## config.mk

```make
export PLATFORM = sky130hd
export DESIGN_NAME = toggle_handshake_rx
export DESIGN_NICKNAME = d
export VERILOG_FILES = /design/src/rtl/toggle_link_pkg.sv /design/src/rtl/bit_sync.sv /design/src/rtl/toggle_handshake_rx.sv
export SDC_FILE = /design/constraint.sdc
export NUM_CORES = 1
export LEC_CHECK = 0
export ABC_AREA = 1
export BUFFER_PORTS_ARGS = -buffer_cell sky130_fd_sc_hd__buf_2
export CAP_MARGIN = 20
export CORE_MARGIN = 8
export CORE_UTILIZATION = 50
export CTS_CLUSTER_SIZE = 40
export DETAILED_ROUTE_END_ITERATION = 8
export GPL_TIMING_DRIVEN = 0
export PLACE_DENSITY_LB_ADDON = 0.25
export SETUP_SLACK_MARGIN = 0.02
export SYNTH_ARGS = -nofsm -noshare
export SYNTH_HDL_FRONTEND = slang
export SYNTH_SLANG_ARGS = --single-unit
```

## constraint.sdc

```tcl
create_clock -name clk -period 1.3 [get_ports clk]
set_input_delay 0.195 -clock clk [delete_from_list [all_inputs] [get_ports clk]]
set_output_delay 0.195 -clock clk [all_outputs]
set_load 0.05 [all_outputs]
```

## src/rtl/toggle_link_pkg.sv

```systemverilog
// Definitions shared by both ends of the two-phase toggle request/acknowledge link.
package toggle_link_pkg;

  localparam int TLINK_DATA_W      = 8;
  localparam int TLINK_SYNC_STAGES = 2;

  typedef enum logic [0:0] {
    IDLE  = 1'b0,
    VALID = 1'b1
  } tlink_state_t;

  // A new word is announced whenever the synchronised level differs from the last accepted one.
  function automatic logic toggle_event(input logic cur_lvl, input logic seen_lvl);
    return cur_lvl ^ seen_lvl;
  endfunction

endpackage

```

## src/rtl/bit_sync.sv

```systemverilog
// N-flop single-bit synchroniser, reset to 0; used on both toggle return paths of the link.
module bit_sync
  import toggle_link_pkg::*;
#(
  parameter int STAGES = TLINK_SYNC_STAGES
) (
  input  logic clk,
  input  logic rst,
  input  logic d,
  output logic q
);

  logic [STAGES-1:0] sync_r;

  // Shift the asynchronous level through the synchroniser chain.
  always_ff @(posedge clk or posedge rst) begin
    if (rst) begin
      sync_r <= '0;
    end else begin
      sync_r <= {sync_r[STAGES-2:0], d};
    end
  end

  assign q = sync_r[STAGES-1];

endmodule

```

## src/rtl/toggle_handshake_rx.sv

```systemverilog
// Sink end of the toggle link: detects req_tog flips, presents the word on valid/ready
// and answers each consumed word with a flip of ack_tog.
module toggle_handshake_rx
  import toggle_link_pkg::*;
#(
  parameter int DATA_W      = TLINK_DATA_W,
  parameter int SYNC_STAGES = TLINK_SYNC_STAGES,
  parameter int CNT_W       = 16
) (
  input  logic              clk,
  input  logic              rst,
  input  logic              req_tog,
  input  logic [DATA_W-1:0] req_data,
  output logic              ack_tog,
  output logic              out_valid,
  input  logic              out_ready,
  output logic [DATA_W-1:0] out_data,
  output logic [CNT_W-1:0]  xfer_cnt,
  output logic              proto_err
);

  logic         req_s;
  logic         req_seen;
  logic         req_evt;
  tlink_state_t state_r;
  tlink_state_t state_nxt;
  logic         capture_s;
  logic         consume_s;
  logic         err_s;

  bit_sync #(
    .STAGES(SYNC_STAGES)
  ) u_req_sync (
    .clk(clk),
    .rst(rst),
    .d  (req_tog),
    .q  (req_s)
  );

  assign req_evt = toggle_event(req_s, req_seen);

  // Next-state and per-edge action decode.
  always_comb begin
    state_nxt = state_r;
    capture_s = 1'b0;
    consume_s = 1'b0;
    err_s     = 1'b0;
    case (state_r)
      IDLE: begin
        if (req_evt) begin
          capture_s = 1'b1;
          state_nxt = VALID;
        end else begin
          state_nxt = IDLE;
        end
      end
      VALID: begin
        // A flip while a word is still held is a sender violation; that new word is dropped.
        if (req_evt) begin
          err_s = 1'b1;
        end else begin
          err_s = 1'b0;
        end
        if (out_ready) begin
          consume_s = 1'b1;
          state_nxt = IDLE;
        end else begin
          state_nxt = VALID;
        end
      end
      default: begin
        state_nxt = IDLE;
      end
    endcase
  end

  // State, payload, acknowledge, counter and error registers.
  always_ff @(posedge clk or posedge rst) begin
    if (rst) begin
      state_r   <= IDLE;
      out_valid <= 1'b0;
      out_data  <= '0;
      req_seen  <= 1'b0;
      ack_tog   <= 1'b0;
      xfer_cnt  <= '0;
      proto_err <= 1'b0;
    end else begin
      state_r   <= state_nxt;
      out_valid <= (state_nxt == VALID);
      if (capture_s) begin
        out_data <= req_data;
      end
      if (capture_s || err_s) begin
        req_seen <= req_s;
      end
      if (consume_s) begin
        ack_tog  <= ~ack_tog;
        xfer_cnt <= xfer_cnt + CNT_W'(1);
      end
      if (err_s) begin
        proto_err <= 1'b1;
      end
    end
  end

endmodule

```

==> impl_results.md <==
- Fin cells: between 200 and 250
- Post-route cell area: approximately 1700 sq um
- Later-pin clock latency in the skew report: roughly 0.32 ns
- Worst-path fanout max: 4
- CORE AREA: ~2700 sq um
- P per Cell Area: approximately 1700 nW/um^2
- Area of the multi-input gates: between 500 and 600 sq um
- Io pins: 39
- Metal-1 WL: between 1000 and 1500 microns
- Lkg Pwr: approximately 0.96 nW
- Final HPWL DP: 2000 microns
- Remaining antenna violation count: 0
- Max_cap viols: 0
- Worst path bufs/invs: 1
- Final setup margin: roughly 0.072 ns
- Post-Syn Area: roughly 1400 sq um
- GR Overflow Total: 0
- R2r setup slk: ~0.13 ns
- Crit. End Element: output pin
- Synth Net Count: 160
- Clk Tree Root Cell: clkbuf_4
- Number of fill cells: between 200 and 250
- Arrival time worst endpoint: 1.03 ns
- Post-Syn Instances: approximately 150
- Final hold vios: 0
- Dpl ws: -0.0444 ns
- Worst slew pin tran: around 0.46 ns
- Total CTS buffers: 5
- Worst Path Required: approximately 1.1 ns
- Pin count of the biggest net entering global routing: 31
- Initial antenna violation count: 0
- Crit path largest cell delay: around 0.43 ns
- Critical path class: register to output pin
- Pint: roughly 0.0016 W
- Post-synth ARST share: 100%
- Total wire length: between 2000 and 3000 microns
- Synth top area share: ~55%
- First-pass GRT wire length: ~4400 microns
- Ys Warns: 0
- Vias in the first global route: ~1,000
- Antenna diodes: 0
- Average cell area after synthesis: 9.35 sq um
- Startpoint types: register
- Die ar.: 4680 sq um
- Sw Pwr: about 0.0014 W
- Max layer used: met4
- Post-Place Cells: 216
- Status: finished clean
- Drt drc: 0
- DR WL met3: about 270 microns
- Sink Count: 30
- Final Cycle Share: 94.4%
- Initial Util: about half
- WL per Instance: ~12 microns
- PortBufs: 38
- Cell family with most CP delay: flip-flops
- Gr usage total: around an eighth
- Die height: 68.4 microns
- Met2 Routed Length: around 1200 microns
- Max_slew headroom: about 70%
- Cell taking the most area after synthesis: dfrtp_1
- Synth cell types: 25
- Share of post-route cells with drive strength above 1: between 30 and 40%
- Most instantiated library cell after synthesis: nand2_1
- Register share of total power: 43.0%
- Top post-synthesis cells by area: dfrtp_1 55%, nand2_1 15%, inv_1 3.8%, xnor2_1 3.2%, xor2_1 3.2%
- Hold/Removal Path Class: input port to register
- GP Congestion: 0.801
- Switching portion of total power: 46.3%
- Post-synth top flop: dfrtp_1
- Peak supply drop: roughly 0.0015 V
- Share of total power in the clock network: 16.0%
- Die Wd: 68.4 microns
- FF+latch area: 767 sq um
- Logic pwr share: 41.0%
- Number of synthesized flops with an enable pin: 0
- Placement Rows: 19
- DP Area: 1640 sq um
- Routed vias: ~1,100
- Sequential-to-total area share from yosys stat: a little over half
- Synth top cells by count: 54 x nand2_1, 30 x dfrtp_1, 14 x inv_1
- Longest Clk Path Bufs: 2
- Area growth syn-to-layout: 27.0%
- DRT iter0 DRCs: 11
- Crit-path cells: buf_2
- Slowest CP cell: dfrtp_2
- Nets: 208
- Final setup viols: 0
- Fin. max-slew vios: 0
- Clk slew on worst S/H paths: around 0.090 ns
- Clock skew: 0.00395 ns
- H-tree depth: 2
- Flops & latches, synth: 30
- Fin Hold WS: around 0.07 ns
- RSZ-0062 raised after global routing: true
- First-pass iteration count of the detailed router: 2
- Period minus WS final: 1.23 ns
- CTS tree: done
- Fmax: around 810 MHz
- Vias per cell: roughly 4.7
## kinds of logic (layout without fill, tap and decap cells)
logic type               count (synthesis)  count (layout)  share of synthesized area, %
buffers and inverters                   17              65                          5.01
AO/OA/AOI/OAI                            3               3                          1.27
adder cells (fa/ha/maj)                  1               1                         0.911
XOR/XNOR                                11              11                          7.56
AND/OR/NAND/NOR                         85              85                          30.6
flip-flops                              30              30                          54.6
## per-stage QoR
stage / utilization [%] / total power (W) / TNS, ns
after floorplan: - / 0.00227 / -0.146
after global placement: 60.9 / 0.00254 / 0
after detailed placement: 60.9 / 0.00256 / -0.569
after CTS: 63.1 / 0.00307 / 0
after global routing: 64.9 / 0.00322 / 0
final: 64.9 / 0.00303 / 0
## registers in the layout (all words and copies together), names as in the netlist
name	cells
u_req_sync.sync_r	2
req_seen	1
proto_err	1
state_r	1
xfer_cnt	16
ack_tog	1
out_data	8
## placed cells by master (no fill, tap or decap), types with 2 or more instances in the layout
cell           netlist  final
nor2_4               1      3
xnor2_1              5      5
nand2_4              2      2
nand2_1             54     53
inv_1               14     13
nand3b_1             2      2
clkbuf_4             0      6
dfrtp_2              0     13
nor2_1               9      9
nand2_2              2      3
nor2_8               2      2
xor2_1               5      5
nand3_1              6      6
dfrtp_1             30     17
clkinv_2             0      2
dlygate4sd3_1        0      2
buf_2                0     37
## final timing paths
check	from	to	depth (start not counted)
worst max register to register	xfer_cnt[1]	xfer_cnt[14]	8
worst min register to register	u_req_sync.sync_r[0]	u_req_sync.sync_r[1]	0
worst min-delay path	req_data[3]	out_data[3]	3
max in group asynchronous	rst	xfer_cnt[10]	4
min in group asynchronous	rst	out_data[1]	3
worst max-delay path	state_r	out_valid	1
## power by group through the flow
stage / registers, W / clock network (W) / logic (W)
after floorplan: 0.00192 / 0 / 0.000350
after global placement: 0.00131 / 0 / 0.00123
after detailed placement: 0.00132 / 0 / 0.00124
after CTS: 0.00130 / 0.000523 / 0.00125
after global routing: 0.00133 / 0.000557 / 0.00134
final: 0.00130 / 0.000486 / 0.00124
## routing by layer
metal	global-route usage, %	vias up
li1	-	543
met1	13.6	479
met2	20.2	29
met3	4.91	8
met4	6.91	0
met5	0	-
## cell type report
class	count	area share [%]
clock inverters	2	0.574
clock buffers	5	2.15
plain buffers	1	0.215
well taps	31	2.22
repair buffers	41	13.8
multi-input cells	100	33.2
flip-flops and latches	30	44.0
inverters	16	3.87
## what timing repair did
action / 4_1_cts / 5_1_grt
buffers inserted: 0 / 0
setup endpoints to repair: 0 / 12
hold endpoints to repair: 1 / 9
resized for setup: 0 / 3
hold buffers: 1 / 1
Power figures use the tool's default switching activity.
